**config.mk**
```make
export PLATFORM = sky130hd
export DESIGN_NAME = eq_gain_cfg_ctrl
export DESIGN_NICKNAME = d
export VERILOG_FILES = /design/src/rtl/eq_cfg_pkg.sv /design/src/rtl/eq_cfg_host_rx.sv /design/src/rtl/eq_gain_cfg_ctrl.sv
export SDC_FILE = /design/constraint.sdc
export NUM_CORES = 1
export LEC_CHECK = 0
export ABC_AREA = 1
export CORE_MARGIN = 2
export CORE_UTILIZATION = 40
export CTS_CLUSTER_DIAMETER = 40
export DETAILED_ROUTE_END_ITERATION = 7
export SYNTH_ARGS = -nofsm -noshare
export SYNTH_HDL_FRONTEND = slang
export SYNTH_SLANG_ARGS = --single-unit
```
**constraint.sdc**
```tcl
create_clock -name clk -period 1.5 [get_ports clk]
set_input_delay 0.3 -clock clk [delete_from_list [all_inputs] [get_ports clk]]
set_output_delay 0.3 -clock clk [all_outputs]
set_load 0.1 [all_outputs]
```
**src/rtl/eq_cfg_pkg.sv**
```systemverilog
// Shared types, constants and preset table for the equalizer gain write-port controller.
package eq_cfg_pkg;

    localparam int NUM_PRESETS = 4;
    localparam int BAND_W      = 4;

    typedef enum logic [2:0] {
        IDLE    = 3'd0,
        H_DATA  = 3'd1,
        H_WRITE = 3'd2,
        P_WRITE = 3'd3,
        P_DONE  = 3'd4
    } state_e;

    // 0 flat, 1 bass boost, 2 treble boost, 3 mute
    function automatic logic [7:0] preset_byte(input logic [1:0] sel, input logic [BAND_W-1:0] band);
        logic [7:0] b;
        b = 8'h20;
        case (sel)
            2'd1: case (band)
                4'd0, 4'd1: b = 8'h40;
                4'd2:       b = 8'h30;
                4'd3:       b = 8'h28;
                default:    b = 8'h20;
            endcase
            2'd2: case (band)
                4'd6:       b = 8'h28;
                4'd7:       b = 8'h30;
                4'd8, 4'd9: b = 8'h40;
                default:    b = 8'h20;
            endcase
            2'd3:    b = 8'h00;
            default: b = 8'h20;
        endcase
        return b;
    endfunction

    function automatic logic [7:0] ramp_step(input logic [7:0] cur, input logic [7:0] tgt);
        logic [7:0] n;
        n = cur;
        if (cur < tgt) n = cur + 8'd1;
        else if (cur > tgt) n = cur - 8'd1;
        return n;
    endfunction

endpackage

```
**src/rtl/eq_cfg_host_rx.sv**
```systemverilog
// Host frame capture: latches the address byte, checks its range and runs the data-byte timeout.
module eq_cfg_host_rx
    import eq_cfg_pkg::*;
#(
    parameter int NUM_BANDS   = 10,
    parameter int TIMEOUT_CYC = 255,
    parameter int TO_W        = 8
) (
    input  logic       clk,
    input  logic       rst,
    input  logic       cap_addr_i,
    input  logic       count_i,
    input  logic [7:0] byte_i,
    output logic [7:0] addr_o,
    output logic       addr_ok_o,
    output logic       timeout_o
);

    logic [7:0]      addr_q, addr_d;
    logic [TO_W-1:0] tcnt_q, tcnt_d;

    // Counter saturates at the limit so a stalled host cannot wrap it back to zero.
    always_comb begin
        addr_d = addr_q;
        tcnt_d = tcnt_q;
        if (cap_addr_i) begin
            addr_d = byte_i;
            tcnt_d = '0;
        end else if (count_i && (tcnt_q < TO_W'(TIMEOUT_CYC))) begin
            tcnt_d = tcnt_q + 1'b1;
        end
    end

    always_ff @(posedge clk or negedge rst) begin
        if (!rst) begin
            addr_q <= '0;
            tcnt_q <= '0;
        end else begin
            addr_q <= addr_d;
            tcnt_q <= tcnt_d;
        end
    end

    assign addr_o    = addr_q;
    assign addr_ok_o = (addr_q < 8'(NUM_BANDS));
    assign timeout_o = (tcnt_q == TO_W'(TIMEOUT_CYC));

endmodule

```
**src/rtl/eq_gain_cfg_ctrl.sv**
```systemverilog
// Arbitrates the gain register map write port between host frames and the preset loader.
// Build option GAIN_RAMP_EN: host writes ramp by +/-1 per cycle using per-band shadow copies.
module eq_gain_cfg_ctrl
    import eq_cfg_pkg::*;
#(
    parameter int NUM_BANDS   = 10,
    parameter int TIMEOUT_CYC = 255,
    parameter int TO_W        = 8
) (
    input  logic       clk,
    input  logic       rst,
    input  logic       host_valid,
    input  logic [7:0] host_byte,
    output logic       host_ready,
    input  logic       preset_start,
    input  logic [1:0] preset_sel,
    output logic       reg_we,
    output logic [7:0] reg_addr,
    output logic [7:0] reg_data,
    output logic       busy,
    output logic       done,
    output logic       err,
    output logic [2:0] state_dbg
);

    // Handshake: a host byte moves only on a cycle where host_valid && host_ready;
    // host_valid may wait for ready, and ready never depends on host_valid.
    state_e            state_q;
    logic              pend_q;
    logic [1:0]        sel_q;
    logic [BAND_W-1:0] band_q;
    logic              reg_we_q, busy_q, done_q, err_q;
    logic [7:0]        reg_addr_q, reg_data_q;
    logic              xfer, addr_ok, timeout;
    logic [7:0]        haddr;
    logic [1:0]        sel_eff;
    logic [BAND_W-1:0] band_nx;

`ifdef GAIN_RAMP_EN
    logic [7:0] shadow_q [NUM_BANDS];
    logic [7:0] target_q;
`endif

    assign host_ready = rst && (((state_q == IDLE) && !pend_q && !preset_start) || (state_q == H_DATA));
    assign xfer       = host_valid && host_ready;
    assign sel_eff    = preset_start ? preset_sel : sel_q;
    assign band_nx    = BAND_W'(band_q + 1'b1);

    eq_cfg_host_rx #(
        .NUM_BANDS  (NUM_BANDS),
        .TIMEOUT_CYC(TIMEOUT_CYC),
        .TO_W       (TO_W)
    ) u_host_rx (
        .clk       (clk),
        .rst       (rst),
        .cap_addr_i(xfer && (state_q == IDLE)),
        .count_i   (!xfer && (state_q == H_DATA)),
        .byte_i    (host_byte),
        .addr_o    (haddr),
        .addr_ok_o (addr_ok),
        .timeout_o (timeout)
    );

    always_ff @(posedge clk or negedge rst) begin
        if (!rst) begin
            state_q    <= IDLE;
            pend_q     <= 1'b0;
            sel_q      <= '0;
            band_q     <= '0;
            reg_we_q   <= 1'b0;
            reg_addr_q <= '0;
            reg_data_q <= '0;
            busy_q     <= 1'b0;
            done_q     <= 1'b0;
            err_q      <= 1'b0;
`ifdef GAIN_RAMP_EN
            target_q   <= '0;
            for (int i = 0; i < NUM_BANDS; i++) shadow_q[i] <= '0;
`endif
        end else begin
            reg_we_q <= 1'b0;
            done_q   <= 1'b0;
            err_q    <= 1'b0;
            if (preset_start) begin
                sel_q <= preset_sel;
                if (state_q != P_WRITE) pend_q <= 1'b1;
            end
            case (state_q)
                IDLE: begin
                    if (pend_q || preset_start) begin
                        state_q    <= P_WRITE;
                        pend_q     <= 1'b0;
                        band_q     <= '0;
                        reg_we_q   <= 1'b1;
                        reg_addr_q <= 8'd0;
                        reg_data_q <= preset_byte(sel_eff, '0);
                        busy_q     <= 1'b1;
`ifdef GAIN_RAMP_EN
                        shadow_q[0] <= preset_byte(sel_eff, '0);
`endif
                    end else if (xfer) begin
                        state_q <= H_DATA;
                        busy_q  <= 1'b1;
                    end
                end
                H_DATA: begin
                    if (xfer && addr_ok) begin
                        state_q    <= H_WRITE;
                        reg_we_q   <= 1'b1;
                        reg_addr_q <= haddr;
`ifdef GAIN_RAMP_EN
                        target_q   <= host_byte;
                        reg_data_q <= ramp_step(shadow_q[haddr[BAND_W-1:0]], host_byte);
                        shadow_q[haddr[BAND_W-1:0]] <= ramp_step(shadow_q[haddr[BAND_W-1:0]], host_byte);
`else
                        reg_data_q <= host_byte;
`endif
                    end else if (xfer || timeout) begin
                        state_q <= IDLE;
                        err_q   <= 1'b1;
                        busy_q  <= 1'b0;
                    end
                end
                H_WRITE: begin
`ifdef GAIN_RAMP_EN
                    if (reg_data_q != target_q) begin
                        reg_we_q   <= 1'b1;
                        reg_data_q <= ramp_step(reg_data_q, target_q);
                        shadow_q[reg_addr_q[BAND_W-1:0]] <= ramp_step(reg_data_q, target_q);
                    end else begin
                        state_q <= IDLE;
                        busy_q  <= 1'b0;
                    end
`else
                    state_q <= IDLE;
                    busy_q  <= 1'b0;
`endif
                end
                P_WRITE: begin
                    if (band_q == BAND_W'(NUM_BANDS - 1)) begin
                        state_q <= P_DONE;
                        done_q  <= 1'b1;
                    end else begin
                        band_q     <= band_nx;
                        reg_we_q   <= 1'b1;
                        reg_addr_q <= 8'(band_nx);
                        reg_data_q <= preset_byte(sel_eff, band_nx);
`ifdef GAIN_RAMP_EN
                        shadow_q[band_nx] <= preset_byte(sel_eff, band_nx);
`endif
                    end
                end
                P_DONE: begin
                    state_q <= IDLE;
                    busy_q  <= 1'b0;
                end
                default: begin
                    state_q <= IDLE;
                    busy_q  <= 1'b0;
                end
            endcase
        end
    end

    assign reg_we    = reg_we_q;
    assign reg_addr  = reg_addr_q;
    assign reg_data  = reg_data_q;
    assign busy      = busy_q;
    assign done      = done_q;
    assign err       = err_q;
    assign state_dbg = state_q;

endmodule

```
Yosys cells after proc, flatten, opt, wreduce, memory -nomap -nowiden
Cells that the tools add are included.
{"block": "totals", "latch_bits": 0, "regBits": 46, "in_bits": 14, "mem_bits_ro": 0, "out_inout_bits": 24, "ramBits": 0, "mem_count": 0}
{"block": "op_classes", "div_mod_pow": 0, "bitwise_logic": 1, "n_mux": 42, "multipliers": 0, "eq_ne": 23, "addsub": 2, "reduce_logical": 25, "n_shift": 0, "order_cmp": 2}
{"cell": "$pmux W8 S3", "count": 3}
{"cell": "$mux W8", "count": 8}
{"cell": "$pmux W7 S3", "count": 2}
{"cell": "$mux W1", "count": 16}
{"cell": "$mux W3", "count": 5}
{"cell": "$pmux W7 S2", "count": 1}
{"cell": "$eq A4 B4 Y1 const B", "count": 3}
{"cell": "$pmux W3 S3", "count": 1}
{"cell": "$add A8 B1 Y8 const B", "count": 1}
{"cell": "$eq A4 B2 Y1 const B", "count": 2}
{"cell": "$eq A4 B3 Y1 const B", "count": 2}
{"cell": "$eq A8 B8 Y1 const B", "count": 1}
{"cell": "$logic_and A1 B1 Y1", "count": 8}
{"cell": "$lt A8 B4 Y1 const B", "count": 1}
{"cell": "$lt A8 B8 Y1 const B", "count": 1}
{"cell": "$mux W4", "count": 2}
{"cell": "$pmux W4 S2", "count": 1}
{"cell": "$reduce_and A4 Y1", "count": 2}
{"cell": "$ne A2 B1 Y1 const B", "count": 3}
{"cell": "$ne A2 B2 Y1 const B", "count": 3}
{"cell": "$ne A3 B2 Y1 const B", "count": 2}
{"cell": "$pmux W1 S3", "count": 2}
{"cell": "$reduce_and A3 Y1", "count": 2}
{"cell": "$add A4 B1 Y4 const B", "count": 1}
{"cell": "other kinds (15)", "count": 22}

Longest topological paths before layout
Gate-level depths: netlist of the first run.
{"block": "depth", "ltp_word": 11, "depth_mapped": 12}

Hierarchy
A second synthesis of the first run with hierarchy kept.
{"block": "unflattened", "cells_unflattened": 336, "area_unflattened_um2": 2583.7}
{"module": "eq_gain_cfg_ctrl", "instances": 1, "seq_area_each_um2": 750.7, "area_per_inst_um2": 1740.4, "cells_per_inst": 230}
{"module": "eq_cfg_host_rx", "instances": 1, "seq_area_each_um2": 400.4, "area_per_inst_um2": 843.3, "cells_per_inst": 106}

Least setup slack after synthesis of the first run
OpenSTA, ideal clock, no wires.
{"block": "synth_path", "kind": "register to register", "from": "register state_q[0], in the netlist state_dbg[0]", "to": "register busy_q, in the netlist busy", "path_slack_ps": -1968, "setup_time_ps": 122, "path_buffers": 0, "path_stages_with_launch": 8, "t_arrival_ps": 3346, "synth_period_minus_slack_ps": 3468, "path_cell_list": "dfrtp_1 -> inv_2 -> nor2_4 -> nand2_2 -> a21oi_1 -> nand4_1 -> nand4_1 -> nand2_1"}
{"block": "synth_between", "elab_chain_len": 9, "elab_cells_between_ends": 16}
{"element": "start, declared", "line": "eq_gain_cfg_ctrl.sv:28", "source": "state_e state_q;"}
{"element": "start signal, assigned", "line": "eq_gain_cfg_ctrl.sv:66", "source": "state_q <= IDLE;"}
{"element": "start signal, assigned", "line": "eq_gain_cfg_ctrl.sv:91", "source": "state_q <= P_WRITE;"}
{"element": "start signal, assigned", "line": "eq_gain_cfg_ctrl.sv:102", "source": "state_q <= H_DATA;"}
{"element": "$logic_not A3 Y1", "line": "eq_gain_cfg_ctrl.sv:44", "source": "assign host_ready = rst && (((state_q == IDLE) && !pend_q && !preset_start) || (state_q == H_DATA));"}
{"element": "$logic_and A1 B1 Y1 (2 in a row)", "line": "eq_gain_cfg_ctrl.sv:44"}
{"element": "$logic_or A1 B1 Y1 *", "line": "eq_gain_cfg_ctrl.sv:44"}
{"element": "$logic_and A1 B1 Y1 *", "line": "eq_gain_cfg_ctrl.sv:44"}
{"element": "via host_ready", "line": "eq_gain_cfg_ctrl.sv:14", "source": "output logic host_ready,"}
{"element": "$logic_and A1 B1 Y1 *", "line": "eq_gain_cfg_ctrl.sv:45", "source": "assign xfer = host_valid && host_ready;"}
{"element": "$logic_or A1 B1 Y1 / $logic_and A1 B1 Y1 (equally long branches)", "line": "eq_gain_cfg_ctrl.sv:118, eq_gain_cfg_ctrl.sv:107"}
{"element": "$ne A2 B1 Y1 (no line) / $ne A2 B2 Y1 (equally long branches)"}
{"element": "$reduce_and A4 Y1 (no line) *"}
{"element": "end signal, assigned", "line": "eq_gain_cfg_ctrl.sv:73", "source": "busy_q <= 1'b0;"}
{"element": "end signal, assigned", "line": "eq_gain_cfg_ctrl.sv:121", "source": "busy_q <= 1'b0;"}
{"element": "end signal, assigned", "line": "eq_gain_cfg_ctrl.sv:136", "source": "busy_q <= 1'b0;"}
{"element": "end, declared", "line": "eq_gain_cfg_ctrl.sv:32", "source": "logic reg_we_q, busy_q, done_q, err_q;"}
Mark *: on every way through the listed nets, which the timed path passes. The rest lies on a longest branch.
A chain may end at the register's enable or synchronous reset.

Worst setup path in the final report of the first run
{"block": "layout_path", "from": "register state_q[1], in the netlist state_dbg[1]", "to": "output port host_ready"}
{"block": "layout_between", "elab_chain_len": 5, "elab_cells_between_ends": 6}
{"element": "$logic_not A3 Y1", "line": "eq_gain_cfg_ctrl.sv:44"}
{"element": "$logic_and A1 B1 Y1 (2 in a row)", "line": "eq_gain_cfg_ctrl.sv:44"}
{"element": "$logic_or A1 B1 Y1 *", "line": "eq_gain_cfg_ctrl.sv:44"}
{"element": "$logic_and A1 B1 Y1 *", "line": "eq_gain_cfg_ctrl.sv:44"}
{"element": "end, declared", "line": "eq_gain_cfg_ctrl.sv:14"}
Mark *: on every way between the ends. The rest lies on a longest branch, timed or not.

==> results of run 1 <==
==> how the worst max path moves through the flow <==
| stage | from | end | slack, ps |
|---|---|---|---|
| floorplan | state_dbg[0] | busy | -540 |
| global placement | preset_start | reg_data[3] | -370 |
| detailed placement | preset_start | reg_data[3] | -420 |
| CTS | state_dbg[2] | host_ready | -330 |
| global route | state_dbg[1] | host_ready | -370 |
| finish | state_dbg[1] | host_ready | -310 |
==> worst max-delay path, cell delays in order, from the launching register on <==
cell	delay, ps
dfrtp_4	500
nor2_4	130
nand3_2	100
buf_6	140
a21oi_4	160
buf_12	190
==> cells in the mapped netlist (2+ instances only) <==
library cell,count
o31ai_1,2
buf_4,2
nor2_2,3
nand3_1,20
inv_1,39
nand2_1,96
nor2_1,27
dfrtp_1,46
a21oi_1,5
inv_2,5
nand4_1,8
a22oi_1,3
o21ai_0,11
o211ai_1,2
o21ai_1,7
nand2_2,3
ha_1,7
o22ai_1,2
o21ai_2,3
xor2_1,5
==> sequential cells by signal, summed over array words and instances (netlist names) <==
name,cells
band_q,4
err,1
reg_addr,8
done,1
u_host_rx.tcnt_q,8
reg_data,8
u_host_rx.addr_o,8
sel_q,2
state_dbg,3
reg_we,1
pend_q,1
busy,1
==> routing by layer <==
| metal | vias to the layer above | share of wire | GRT usage |
|---|---|---|---|
| met5 | - | 0 | 0 |
| met3 | 11 | 0.022 | 0.0286 |
| li1 | 1184 | - | - |
| met4 | 0 | 0.014 | 0.0567 |
| met1 | 1086 | 0.45 | 0.264 |
| met2 | 37 | 0.51 | 0.357 |
==> power breakdown <==
part	switching, mW	internal (mW)
Sequential	0.308	1.64
Clock	0.460	0.337
Combinational	3.16	2.24
==> cells by family after synthesis <==
logic type / Yosys count / synth area share
simple gates: 162 / 0.292
compound gates: 37 / 0.0934
xor+xnor: 5 / 0.0182
fa+ha+maj: 7 / 0.0363
buf+inv: 49 / 0.0830
flops: 46 / 0.477
==> per-stage QoR <==
| stage | cells | instance area, µm² |
|---|---|---|
| finish | 485 | 3870 |
| global route | 485 | 3870 |
| CTS | 484 | 3810 |
| detailed placement | 463 | 3510 |
| global placement | 463 | 3510 |
| floorplan | 306 | 2470 |
==> timing repair <==
| item | in CTS | in global routing |
|---|---|---|
| endpoints found under the setup margin | 33 | 43 |
| hold buffers | 0 | 0 |
| buffers inserted | 11 | 1 |
| pin swaps | 10 | 4 |
| gates resized for setup | 30 | 13 |
| gates cloned | 2 | 0 |
==> area by class of cell <==
cell class | instances | area [µm²]
repair buffers | 99 | 1130
clock buffers | 5 | 68.8
clock inverters | 3 | 25.0
well taps | 75 | 93.8
flip-flops and latches | 46 | 1160
fillers | 493 | 2020
multi-input cells | 213 | 1200
inverters | 44 | 183
==> summary.txt, run 1 <==
Synth
  – Mapped Avg Cell Area: 7.88 µm²
  – Post-synth EDFFs: 0
  – Post-Syn Area: 2410 µm²
  – Sequential element share of the synthesized area: 0.477
  – Asr flop ratio synth: 1.00
  – Cells after Synth: 306
  – Ranking of synthesized cells by area: dfrtp_1 48%, nand2_1 15%, inv_1 6.1%, nor2_1 4.2%, nand3_1 4.1%
  – Seq cells post-synth: 46
  – Yosys top cell by area: dfrtp_1
  – Post-synth top area share: 0.477
  – Synth warnings: 0
  – Post-synthesis net count: 327
  – Leading register cell type out of synthesis: dfrtp_1
  – Distinct cell type count after synthesis: 30

Clock network
  – Clk slew on worst S/H paths: 100 ps
  – Worst skew pair latency: 300 ps
  – Clk sinks: 46
  – CTS Root Buffer Type: clkbuf_8
  – H-tree depth: 2
  – CTS Buf Count: 5
  – TritonCTS clock tree: built
  – Clock tree buffer depth: 2

STA
  – Slew Viols, Final: 0
  – Setup WS post-layout: -313 ps
  – Fmax: 552 MHz
  – Headroom to the max-slew limit: 0.789
  – Setup TNS: -6350 ps
  – Hold Fails Final Rpt: 0
  – Tightest Pin Transition: 315 ps
  – Setup violators final: 41
  – RSZ-0062 raised after global routing: true
  – Hold Slack: 13.8 ps
  – Clock Skews: 7.36 ps
  – Final Critical Period: 1810 ps
  – Fin crit share: 1.21

Final layout
  – Most common cell after layout, fill and taps aside: nand2_1
  – Most frequent cells in the layout: 90 x nand2_1, 50 x buf_4, 43 x dfrtp_1
  – N_diodes: 0
  – Layout Nets: 430
  – Synth-to-Final Area Change: 60.4%
  – Util after Layout: 0.658
  – Layout cells sized above 1: 0.324

Floorplan
  – Die Wd: 81.7 µm
  – Site Rows: 28
  – Die area: 6670 µm²
  – Die H: 81.7 µm
  – Initial core utilization: 0.410
  – I/O pin count: 38
  – Core Region: 5890 µm²

Route
  – Via/cell ratio: 4.78
  – WL final: 6210 µm
  – 1st-iter DRT viols: 99
  – Drt first pass iters: 4
  – Total number of vias: 2318
  – Wire per inst: 12.8 µm
  – Post-DRT Antenna Nets: 0
  – DRC: 0

Worst setup path
  – WP data required: 1200 ps
  – FF-to-FF Start: state_dbg[1]
  – Max Fanout on Critical Path: 3
  – Setup crit start kind: flip-flop
  – Worst R2R End: u_host_rx.tcnt_q[0]
  – Crit path kind: flip-flop to output pin
  – R2R Setup Slk: -220 ps
  – WP data arrival: 1510 ps
  – CP Capture Type: output pin
  – Cell count of the worst reg-to-reg path: 9

Pwr
  – Power consumption: 8.14 mW
  – Peak supply drop: 1.37 mV
  – Power Density: 2100 nW/µm²
  – Leak: 1.92 nW

Run status
  – Failing checks: negative setup slack
  – Outcome: finished, violations left

Job
  – MaxCap Viol Count: 0

GRT
  – Total GRT Usage: 0.204
  – Initial antenna violation count: 0
  – First-pass GRT wire length: 10400 µm
  – Congestion Overflow GR: 0
  – Largest net degree at the start of global routing: 24
  – Vias in the first global route: 2281

Placed design
  – Placer Congestion: 0.858
  – Place WS: -416 ps
  – Detailed Place HPWL: 4540 µm
  – Port bufs: 37

Worst hold path
  – Worst min path class: primary input to asynchronous set/reset pin
No activity file was read; power rests on OpenSTA's default activity.
==> inputs of run 2 (changes only) <==
Settings changed: ABC_CLOCK_PERIOD_IN_PS set to 1500, MAX_ROUTING_LAYER set to met4.
==> run 2 against run 1 <==
  * The flow still finishes with violations (negative setup slack)
  * Largest cell class unchanged
  * Clock power is 2% lower
  * Clock skew grew 2.2 ps
  * Critical path depth unchanged
  * Critical path type unchanged
  * Global-route usage rose by 1.2 points
  * Flip-flop and latch count did not move
  * Cell count grew 0.62%
  * Sequential share of layout area shrank 0.11 points
  * Routed wire length increased by 1.9%
==> summary.txt, run 2 (same netlist as run 1, synthesis figures left out) <==
Route
  – DRC: 0 (unchanged)
  – Post-DRT Antenna Nets: 0 (unchanged)
  – Total number of vias: 2359 (+1.8%)
  – Wire per inst: 13.0 µm (+1.3%)
  – Via/cell ratio: 4.83 (+1.1%)
  – Drt first pass iters: 4 (unchanged)
  – WL final: 6330 µm (+1.9%)
  – 1st-iter DRT viols: 100 (+1.0%)

Worst setup path
  – Critical-path cell list: nor2_4, nand3_2, buf_6, a21oi_4, buf_12
  – WP data arrival: 1570 ps (+60 ps)
  – Cell count of the worst reg-to-reg path: 10 (+1)
  – WP buf/inv: 2 (unchanged)
  – Worst path slowest cell: dfrtp_4
  – CP Capture Type: output pin
  – Setup crit start kind: flip-flop
  – Crit path from: state_dbg[1]
  – CP max stage delay: 510 ps (about the same)
  – R2R Setup Slk: -290 ps (-70 ps)
  – FF-to-FF Start: state_dbg[1]
  – Worst R2R End: reg_addr[2]
  – Max Fanout on Critical Path: 3 (unchanged)
  – Crit path kind: flip-flop to output pin
  – CP delay by family, top: flip-flops
  – WP data required: 1200 ps (about the same)

GRT
  – Vias in the first global route: 2283 (+0.088%)
  – Congestion Overflow GR: 0 (unchanged)
  – Largest net degree at the start of global routing: 29 (+21%)
  – Initial antenna violation count: 0 (unchanged)
  – Total GRT Usage: 0.215 (+0.0117)
  – First-pass GRT wire length: 10400 µm (-0.12%)

Final layout
  – N_diodes: 0 (unchanged)
  – Fillers: 455 (-7.7%)
  – Most common cell after layout, fill and taps aside: nand2_1
  – Layout Nets: 433 (+0.70%)
  – Util after Layout: 0.660 (+0.00234)
  – Most frequent cells in the layout: 87 x nand2_1, 53 x buf_4, 43 x dfrtp_1
  – Layout cells sized above 1: 0.334 (+0.00975)
  – Synth-to-Final Area Change: 61.0%

Placed design
  – Detailed Place HPWL: 4430 µm (-2.4%)
  – Port bufs: 37 (unchanged)
  – Placer Congestion: 0.867 (+1.0%)

Pwr
  – Peak supply drop: 1.51 mV (+9.7%)
  – Leak: 1.94 nW (+0.97%)
  – Power Density: 2090 nW/µm² (-0.59%)
  – Power consumption: 8.12 mW (-0.24%)

Job
  – MaxCap Viol Count: 0 (unchanged)

STA
  – Slew Viols, Final: 0 (unchanged)
  – RSZ-0062 raised after global routing: true
  – Setup TNS: -7550 ps (-1200 ps)
  – Hold Fails Final Rpt: 0 (unchanged)
  – Tightest Pin Transition: 350 ps (+34.2 ps)
  – Setup violators final: 43 (+4.9%)
  – Fmax: 534 MHz (-3.2%)
  – Fin crit share: 1.25 (+0.0395)
  – Setup WS post-layout: -372 ps (-59.3 ps)
  – Final Critical Period: 1870 ps (+59.3 ps)
  – Headroom to the max-slew limit: 0.767 (-0.0225)
  – Clock Skews: 9.55 ps (+2.19 ps)

Run status
  – Failing checks: negative setup slack
  – Outcome: finished, violations left

Floorplan
  – Die area: 6670 µm² (unchanged)
  – Die H: 81.7 µm (unchanged)
  – Core Region: 5890 µm² (unchanged)
  – Die Wd: 81.7 µm (unchanged)
  – Initial core utilization: 0.410 (unchanged)
  – Site Rows: 28 (unchanged)
  – I/O pin count: 38 (unchanged)

Clock network
  – Worst skew pair latency: 310 ps (about the same)
  – Clock tree buffer depth: 2 (unchanged)
  – TritonCTS clock tree: built
  – CTS Root Buffer Type: clkbuf_8
  – CTS Buf Count: 5 (unchanged)
  – Clk sinks: 46 (unchanged)
  – H-tree depth: 2 (unchanged)
  – Clk slew on worst S/H paths: 100 ps (about the same)

Worst hold path
  – Worst min path class: primary input to asynchronous set/reset pin
run 2: layout make-up:
class,count,area (µm²),area share
Inverter,44,185,0.0477
Tap cell,75,93.8,0.0242
Timing Repair Buffer,102,1150,0.297
Clock buffer,5,68.8,0.0177
Multi-Input combinational cell,213,1200,0.309
Clock inverter,3,21.3,0.00548
Sequential cell,46,1160,0.299
run 2: metal layers:
metal	vias up	GRT usage	wire length (µm)
met4	0	0.0950	165
met5	-	-	0
met2	42	0.352	3170
li1	1195	-	-
met1	1108	0.262	2790
met3	14	0.0385	195
run 2: metrics by stage:
step	area, µm²	std cells	hold slack [ps]	setup slack [ps]
finish	3880	488	73.8	-372
global route	3880	488	109	-434
CTS	3790	482	80.5	-344
detailed placement	3480	460	134	-539
global placement	3480	460	138	-441
floorplan	2470	306	4.41	-541
run 2: worst max path at each step:
stage	endpoint	slack (ps)	cells after the start
floorplan	busy	-540	7
global placement	reg_data[1]	-440	10
detailed placement	reg_addr[2]	-540	10
CTS	host_ready	-340	5
global route	host_ready	-430	5
finish	host_ready	-370	5
run 2: repair_timing:
item / CTS / global route
hold buffers: 1 / 0
gates resized for setup: 33 / 16
cloned: 2 / 0
hold endpoints to repair: 1 / 0
buffers inserted: 11 / 6
endpoints found under the setup margin: 41 / 43
pin swaps: 12 / 9
run 2: power breakdown:
group	switching [mW]	internal, mW	leakage (nW)
Combinational	3.15	2.22	1.30
Clock	0.455	0.328	0.0441
Sequential	0.325	1.64	0.596
run 2: worst register-to-register path: cells and delay by family, from the launching register on:
family,cells,cell delay (ps)
simple gates,7,760
compound gates,1,70
buf+inv,2,320
flops,1,510
==> inputs of run 3 (changes only) <==
Settings changed: CORE_ASPECT_RATIO set to 1.5, SETUP_SLACK_MARGIN set to 0.4.
==> run 3 against run 2 <==
  * The flow still finishes with violations (negative setup slack)
  * Combinational power up 6.1%
  * Sequential power about the same
  * Clock power up 2%
  * Via count up 2.1%
  * Non-clock buffer count up 12
  * Final area up 5.5%
  * Routed wire length up 8.2%
  * Critical path type unchanged
  * Critical endpoint unchanged
==> summary.txt, run 3 (same netlist as run 1, synthesis figures left out) <==
Run status
  – Outcome: finished, violations left
  – Failing checks: negative setup slack

Placed design
  – Placed insts: 457 (-0.65%)
  – Detailed Place HPWL: 4540 µm (+2.5%)
  – Placer Congestion: 0.846 (-2.4%)
  – Port bufs: 37 (unchanged)

Route
  – 1st-iter DRT viols: 99 (-1.0%)
  – Total number of vias: 2409 (+2.1%)
  – Via/cell ratio: 4.85 (+0.27%)
  – Post-DRT Antenna Nets: 0 (unchanged)
  – Wire per inst: 13.8 µm (+6.2%)
  – WL final: 6840 µm (+8.2%)
  – DRC: 0 (unchanged)
  – Drt first pass iters: 4 (unchanged)

Floorplan
  – Core Region: 5830 µm² (-0.98%)
  – I/O pin count: 38 (unchanged)
  – Die area: 6680 µm² (+0.18%)
  – Die H: 99.1 µm (+21%)
  – Die Wd: 67.4 µm (-17%)
  – Initial core utilization: 0.414 (+0.00405)
  – Site Rows: 34 (+21%)

Worst setup path
  – CP Capture Type: output pin
  – WP data arrival: 1580 ps (about the same)
  – Crit path kind: flip-flop to output pin
  – Max Fanout on Critical Path: 3 (unchanged)
  – Setup crit start kind: flip-flop
  – WP data required: 1200 ps (about the same)

Clock network
  – Clk slew on worst S/H paths: 100 ps (about the same)
  – Worst skew pair latency: 310 ps (about the same)
  – Clk sinks: 46 (unchanged)
  – CTS Root Buffer Type: clkbuf_8
  – H-tree depth: 2 (unchanged)
  – TritonCTS clock tree: built
  – Clock tree buffer depth: 2 (unchanged)
  – CTS Buf Count: 5 (unchanged)

Final layout
  – Synth-to-Final Area Change: 69.9%
  – Layout Nets: 445 (+2.8%)
  – Util after Layout: 0.703 (+0.0432)
  – Layout cells sized above 1: 0.449 (+0.115)
  – Most frequent cells in the layout: 74 x nand2_1, 56 x buf_4, 34 x inv_1
  – Most common cell after layout, fill and taps aside: nand2_1
  – Non-Filler Instances: 497 (+1.8%)
  – N_diodes: 0 (unchanged)

STA
  – Tightest Pin Transition: 586 ps (+236 ps)
  – Hold Slack: 197 ps (+123 ps)
  – Hold Fails Final Rpt: 0 (unchanged)
  – Clock Skews: 10.6 ps (+1.09 ps)
  – Fmax: 532 MHz (-0.37%)
  – Setup TNS: -8700 ps (-1150 ps)
  – Fin crit share: 1.25 (+0.00468)
  – RSZ-0062 raised after global routing: true
  – Final Critical Period: 1880 ps (+7.01 ps)
  – Setup violators final: 47 (+9.3%)
  – Setup WS post-layout: -379 ps (-7.01 ps)
  – Headroom to the max-slew limit: 0.610 (-0.157)
  – Slew Viols, Final: 0 (unchanged)

Pwr
  – Leak: 1.99 nW (+2.3%)
  – Power consumption: 8.49 mW (+4.5%)
  – Power Density: 2070 nW/µm² (-0.93%)
  – Peak supply drop: 1.14 mV (-24%)

GRT
  – M2 GR Usage: 0.410 (+0.0581)
  – Total GRT Usage: 0.230 (+0.0150)
  – First-pass GRT wire length: 11300 µm (+8.4%)
  – Grt met1 use: 0.251 (-0.0105)
  – GRT busiest layer: met2
  – Vias in the first global route: 2463 (+7.9%)
  – Congestion Overflow GR: 0 (unchanged)
  – Grt met3 use: 0.0305 (-0.00792)
  – Initial antenna violation count: 0 (unchanged)
  – Largest net degree at the start of global routing: 46 (+59%)

Job
  – MaxCap Viol Count: 0 (unchanged)

Worst hold path
  – Worst min path class: primary input to asynchronous set/reset pin
-- run 3: cell count changes in the layout (fill, tap and decap cells not counted), sizes merged --
cell	delta
clkinvlp	+2
clkinv	-2
clkdlybuf4s50	+1
dlygate4sd2	-1
buf	+12
-- run 3: report_power, final --
part | leakage [nW] | total, mW | switching (mW) | internal, mW
combinational | 1.38 | 5.70 | 3.34 | 2.35
clock | 0.0408 | 0.797 | 0.463 | 0.334
sequential | 0.567 | 2.00 | 0.330 | 1.67
total | 1.99 | 8.49 | 4.14 | 4.35
-- run 3: timing repair --
action / 4_1_cts / 5_1_grt
gates cloned: 3 / 0
pin swaps: 10 / 2
hold buffers: 1 / 0
endpoints found under the hold margin: 1 / 0
buffers inserted: 19 / 9
gates resized for setup: 47 / 36
endpoints found under the setup margin: 68 / 68
-- run 3: stage by stage --
step	area, µm²	setup WS (ps)
after floorplan	2500	-541
after global placement	3500	-371
after detailed placement	3500	-388
after CTS	3920	-353
after global routing	4100	-418
final	4100	-379
-- run 3: critical path, stage by stage (launching register included) --
cell	delay [ps]
dfrtp_4	520
nor2_4	140
nand3_2	100
buf_6	150
a21oi_4	160
buf_12	190
-- run 3: per-layer routing --
| layer | wire length [µm] | share of wire | vias to the layer above |
|---|---|---|---|
| met3 | 149 | 0.022 | 12 |
| met5 | 0 | 0 | - |
| met1 | 2610 | 0.38 | 1147 |
| li1 | - | - | 1211 |
| met2 | 3940 | 0.58 | 39 |
| met4 | 146 | 0.021 | 0 |
-- run 3: worst paths after layout --
kind | slack [ps] | from | endpoint | cells after the start
worst min register to register | 480 | u_host_rx.addr_o[0] | u_host_rx.addr_o[0] | 2
worst max-delay path | -380 | state_dbg[2] | host_ready | 5
worst max register to register | -300 | state_dbg[2] | reg_addr[1] | 10
max in group asynchronous | 860 | rst | state_dbg[1] | 2
worst min-delay path | 200 | rst | done | 2
min in group clk | 480 | u_host_rx.addr_o[0] | u_host_rx.addr_o[0] | 2
-- run 3: layout make-up --
| class | count | area, µm² |
|---|---|---|
| inverters | 44 | 189 |
| well taps | 72 | 90.1 |
| multi-input cells | 213 | 1270 |
| repair buffers | 114 | 1270 |
| fillers | 446 | 1730 |
| clock buffers | 5 | 68.8 |
| flip-flops and latches | 46 | 1190 |
| clock inverters | 3 | 23.8 |
==> RTL edit 1: new RTL, flow settings as in run 1 <==
Add a define of `GAIN_RAMP_EN`.
--- a/src/rtl/eq_gain_cfg_ctrl.sv
+++ b/src/rtl/eq_gain_cfg_ctrl.sv
@@ -1,5 +1,7 @@
 // Arbitrates the gain register map write port between host frames and the preset loader.
 // Build option GAIN_RAMP_EN: host writes ramp by +/-1 per cycle using per-band shadow copies.
+`define GAIN_RAMP_EN
+
 module eq_gain_cfg_ctrl
     import eq_cfg_pkg::*;
 #(
Function: changed (Yosys sat finds a counterexample within 4 cycles, from zero or initial values and one cycle with rst low).
==> RTL edit 1 against run 1 <==
- the run still ends with negative setup slack left
- sequential cell count rose by 88
- worst hold slack better by 0.35 ns
- final cell count grew to 4.9 times the old value
- die area increased to 4.0 times the old value
- power increased to 5.1 times the old value
- final area grew to 4.2 times the old value
- worst setup slack got worse by 1.5 ns
- largest cell class unchanged
- wire length rose to 6.9 times the old value
- global-route usage increased by 13 points
- via count increased to 5.5 times the old value
- critical path type is now register to register
- synthesized area rose to 4.2 times the old value
- highest routed layer unchanged
- first-iteration DRC count rose to 13 times the old value
==> RTL edit 1: results (changes against run 1) <==
metric,value,unit,change
met3 GRT Util,0.0560,,was 0.0286
worst setup path startpoint,u_host_rx.addr_o[1],,was state_dbg[1]
first-pass GRT wire length,66800,µm,was 10400 µm
Cell variety after synth,41,,was 30
Cells after DPL,2294,,was 463
CTS HTree Levels,4,,was 2
post-detail-place hpwl,30600,µm,was 4540 µm
failing checks,negative setup slack,,unchanged
layout cells sized above 1,0.363,,was 0.324
largest cells by area after synthesis,"dfrtp_1, nand2_1, o21ai_0, inv_1, nor2_1",,"was dfrtp_1, nand2_1, inv_1, nor2_1, nand3_1"
crit-path max cell delay,0.46,ns,was 0.50 ns
Finished Layout Cells,2360,,was 485
nets,2058,,was 430
DP Area,14100,µm²,was 3510 µm²
hold_ws,0.361,ns,was 0.0138 ns
type of the worst setup path,register to register,,was register to output pin
met2 Usage GRT,0.527,,was 0.357
DR pass1 iterations,6,,was 4
final setup violation count,135,,was 41
Syn Nets,1647,,was 327
maximum vdd drop,0.00224,V,was 0.00137 V
Slew headroom,0.560,,was 0.789
R2R cell count,24,,was 9
clock skew,0.0136,ns,was 0.00736 ns
final setup TNS,-152.42,ns,was -6.35 ns
Fillers,2159,,was 493
DRT iter0 DRCs,1241,,was 99
gr usage total,0.329,,was 0.204
WP data arrival,3.59,ns,was 1.51 ns
"Reg clk slew, reported paths",0.08,ns,was 0.10 ns
Skew-Pair Late Insertion Delay,0.44,ns,was 0.30 ns
Vias,12800,,was 2318
Avg WL per Cell,18.2,µm,was 12.8 µm
Most used DFF post-synth,dfrtp_1,,unchanged
GPL Wtd Cong,1.10,,was 0.858
Clock Tree Root,clkbuf_16,,was clkbuf_8
run status,finished with violations,,unchanged
"Max stage delay cell, worst path",dfrtp_2,,was dfrtp_4
final setup margin,-1.76,ns,was -0.313 ns
LEAKAGE,8.14,nW,was 1.92 nW
Post-synth top cells,"nand2_1, inv_1, o21ai_0, dfrtp_1, nor2_1",,"was nand2_1, dfrtp_1, inv_1, nor2_1, nand3_1"
Num CTS Buffers,17,,was 5
## RTL edit 1: cells by family (layout without fill, tap and decap cells)
| kind of cell | Yosys count | after routing | share of synthesized area |
|---|---|---|---|
| XOR/XNOR | 12 | 12 | 0.0104 |
| adder cells (fa/ha/maj) | 27 | 27 | 0.0335 |
| flip-flops | 134 | 134 | 0.332 |
| AO/OA/AOI/OAI | 362 | 362 | 0.199 |
| AND/OR/NAND/NOR | 780 | 781 | 0.313 |
| buffers and inverters | 291 | 714 | 0.112 |
## RTL edit 1: what timing repair did
item                                   CTS  global route
gates cloned                             5             0
pin swaps                               92            29
setup buffers                           33             1
endpoints found under the hold margin   25             0
gates resized for setup                296            75
hold buffers                             1             0
setup endpoints to repair              138           226
## RTL edit 1: routing by layer
| metal | up-vias | part of all wire |
|---|---|---|
| met4 | 0 | 0.046 |
| met5 | - | 0 |
| met2 | 647 | 0.45 |
| li1 | 5993 | - |
| met1 | 5968 | 0.41 |
| met3 | 142 | 0.094 |
## RTL edit 1: where the power goes
| part | internal [mW] | switching [mW] |
|---|---|---|
| sequential | 4.93 | 0.886 |
| combinational | 13.2 | 18.5 |
| clock | 2.23 | 2.06 |
## RTL edit 1: cell type report
cell class,count,area [µm²],share of cell area
sequential,134,3380,0.208
multi-input combinational,1182,6690,0.412
clock buffer,17,425,0.0262
inverter,236,920,0.0566
timing repair buffer,446,4270,0.263
tap,330,413,0.0254
clock inverter,15,151,0.00931
## RTL edit 1: critical path, delay by kind of cell, from the launching register on
kind	cells	cell delay [ns]
and+or+nand+nor	15	1.56
buffers and inverters	5	0.56
DFF	1	0.46
AOI/OAI and AO/OA	3	0.34
adders and majority gates	1	0.24
==> RTL edit 2: new RTL, settings of run 1 <==
Made on the original files. Put one more register stage on the output `err`, cleared by the reset. The value now appears one clock later. The other outputs are not delayed to match.
--- a/src/rtl/eq_gain_cfg_ctrl.sv
+++ b/src/rtl/eq_gain_cfg_ctrl.sv
@@ -167,7 +167,13 @@
     assign reg_data  = reg_data_q;
     assign busy      = busy_q;
     assign done      = done_q;
-    assign err       = err_q;
+    always_ff @(posedge clk or negedge rst) begin
+        if (!rst) begin
+            err <= '0;
+        end else begin
+            err <= err_q;
+        end
+    end
     assign state_dbg = state_q;
 
 endmodule
Formal check against the unedited RTL: not equivalent (Yosys sat finds a counterexample within 4 cycles, from zero or initial values and one cycle with rst low).
==> RTL edit 2 against run 1 <==
- highest routed layer unchanged
- final cell count unchanged
- the flow still finishes with violations (negative setup slack)
- sequential power rose by 13%
- final area rose by 5.0%
- largest cell class unchanged
- first-iteration DRC count shrank 30%
- synthesized area up 3.4%
- global-route usage fell by 0.78 points
- synthesized cell count is 0.98% lower
- wire length is 8.8% higher
- worst setup slack worse by 0.041 ns
- critical path type unchanged
- power is 13% higher
- sequential cell count increased by 1
==> RTL edit 2: results (changes against run 1) <==
metric,value,unit,change
LEAKAGE,2.01,nW,was 1.92 nW
Synth Area per Inst,8.23,µm²,was 7.88 µm²
Cell variety after synth,31,,was 30
setup bufs post-CTS,12,,was 11
Syn Nets,324,,was 327
Vias/cell,4.83,,was 4.78
area share of fa/ha/maj cells after synthesis,0.0351,,was 0.0363
Worst Tran Pin Value,0.588,ns,was 0.315 ns
final setup TNS,-11.12,ns,was -6.35 ns
crit-path max cell delay,0.52,ns,was 0.50 ns
CTS Buffer Depth,2,,unchanged
yosys warns,0,,unchanged
failing checks,negative setup slack,,unchanged
Synth Area in Compound Gates,0.0873,,was 0.0934
worst setup path startpoint,state_dbg[2],,was state_dbg[1]
xor and xnor area share after synthesis,0.0140,,was 0.0182
final setup violation count,41,,unchanged
layout cells sized above 1,0.432,,was 0.324
switch share,0.496,,was 0.482
GPL Wtd Cong,0.785,,was 0.858
R2R cell count,11,,was 9
Post-synth top cells,"nand2_1, dfrtp_1, inv_1, nor2_1, nand3_1",,unchanged
Avg WL per Cell,13.9,µm,was 12.8 µm
CTS Hold Bufs,1,,was 0
vias in the first global route,2309,,was 2281
Fillers,463,,was 493
final setup margin,-0.354,ns,was -0.313 ns
"Seq/Total Area, Yosys",0.472,,was 0.477
maximum vdd drop,0.00144,V,was 0.00137 V
nets,431,,was 430
clock skew,0.00477,ns,was 0.00736 ns
worst r2r dst,reg_data[0],,was u_host_rx.tcnt_q[0]
largest cells by area after synthesis,"dfrtp_1, nand2_1, inv_1, nand3_1, ha_1",,"was dfrtp_1, nand2_1, inv_1, nor2_1, nand3_1"
"worst slack, placed",-0.357,ns,was -0.416 ns
WP data arrival,1.55,ns,was 1.51 ns
run status,finished with violations,,unchanged
DRT iter0 DRCs,69,,was 99
post-CTS resize count,32,,was 30
Cells after DPL,454,,was 463
largest net degree at the start of global routing,46,,was 24
## RTL edit 2: final cells by class
| class | count | share of cell area |
|---|---|---|
| timing repair buffer | 103 | 0.288 |
| tap | 75 | 0.0231 |
| inverter | 41 | 0.0434 |
| multi-input combinational | 211 | 0.331 |
| timing repair inverter | 1 | 0.00154 |
| sequential | 47 | 0.293 |
| clock inverter | 2 | 0.00339 |
| clock buffer | 5 | 0.0169 |
## RTL edit 2: power by group through the flow
stage	clock network (mW)	registers [mW]	logic, mW
floorplan	0	3.41	2.01
global placement	0	2.16	5.17
global route	0.820	2.25	6.66
finish	0.759	2.20	6.24
CTS	0.769	2.17	5.78
detailed placement	0	2.18	5.23
## RTL edit 2: layer usage
layer | GRT usage | part of all wire | vias up
li1 | - | - | 1173
met1 | 0.247 | 0.43 | 1131
met2 | 0.343 | 0.53 | 31
met3 | 0.0368 | 0.022 | 9
met4 | 0.0537 | 0.013 | 0
met5 | 0 | 0 | -
## RTL edit 2: per-stage QoR
stage | utilization | area (µm²) | hold WS [ns]
after floorplan | - | 2580 | 0.00441
after global placement | 0.597 | 3550 | 0.252
after detailed placement | 0.597 | 3550 | 0.252
after CTS | 0.652 | 3880 | 0.291
after global routing | 0.682 | 4060 | 0.353
final | 0.682 | 4060 | 0.272
## RTL edit 2: worst max-delay path, delay by kind of cell (launching register included)
family	cells	cell delay [ns]
buffers and inverters	2	0.33
AND/OR/NAND/NOR	2	0.23
flip-flops	1	0.52
AO/OA/AOI/OAI	1	0.17
## RTL edit 2: cells by family (layout without fill, tap and decap cells)
family | count (synthesis) | in the layout
AO/OA/AOI/OAI | 34 | 34
flip-flops | 47 | 47
buffers and inverters | 48 | 152
AND/OR/NAND/NOR | 163 | 166
adder cells (fa/ha/maj) | 7 | 7
XOR/XNOR | 4 | 4
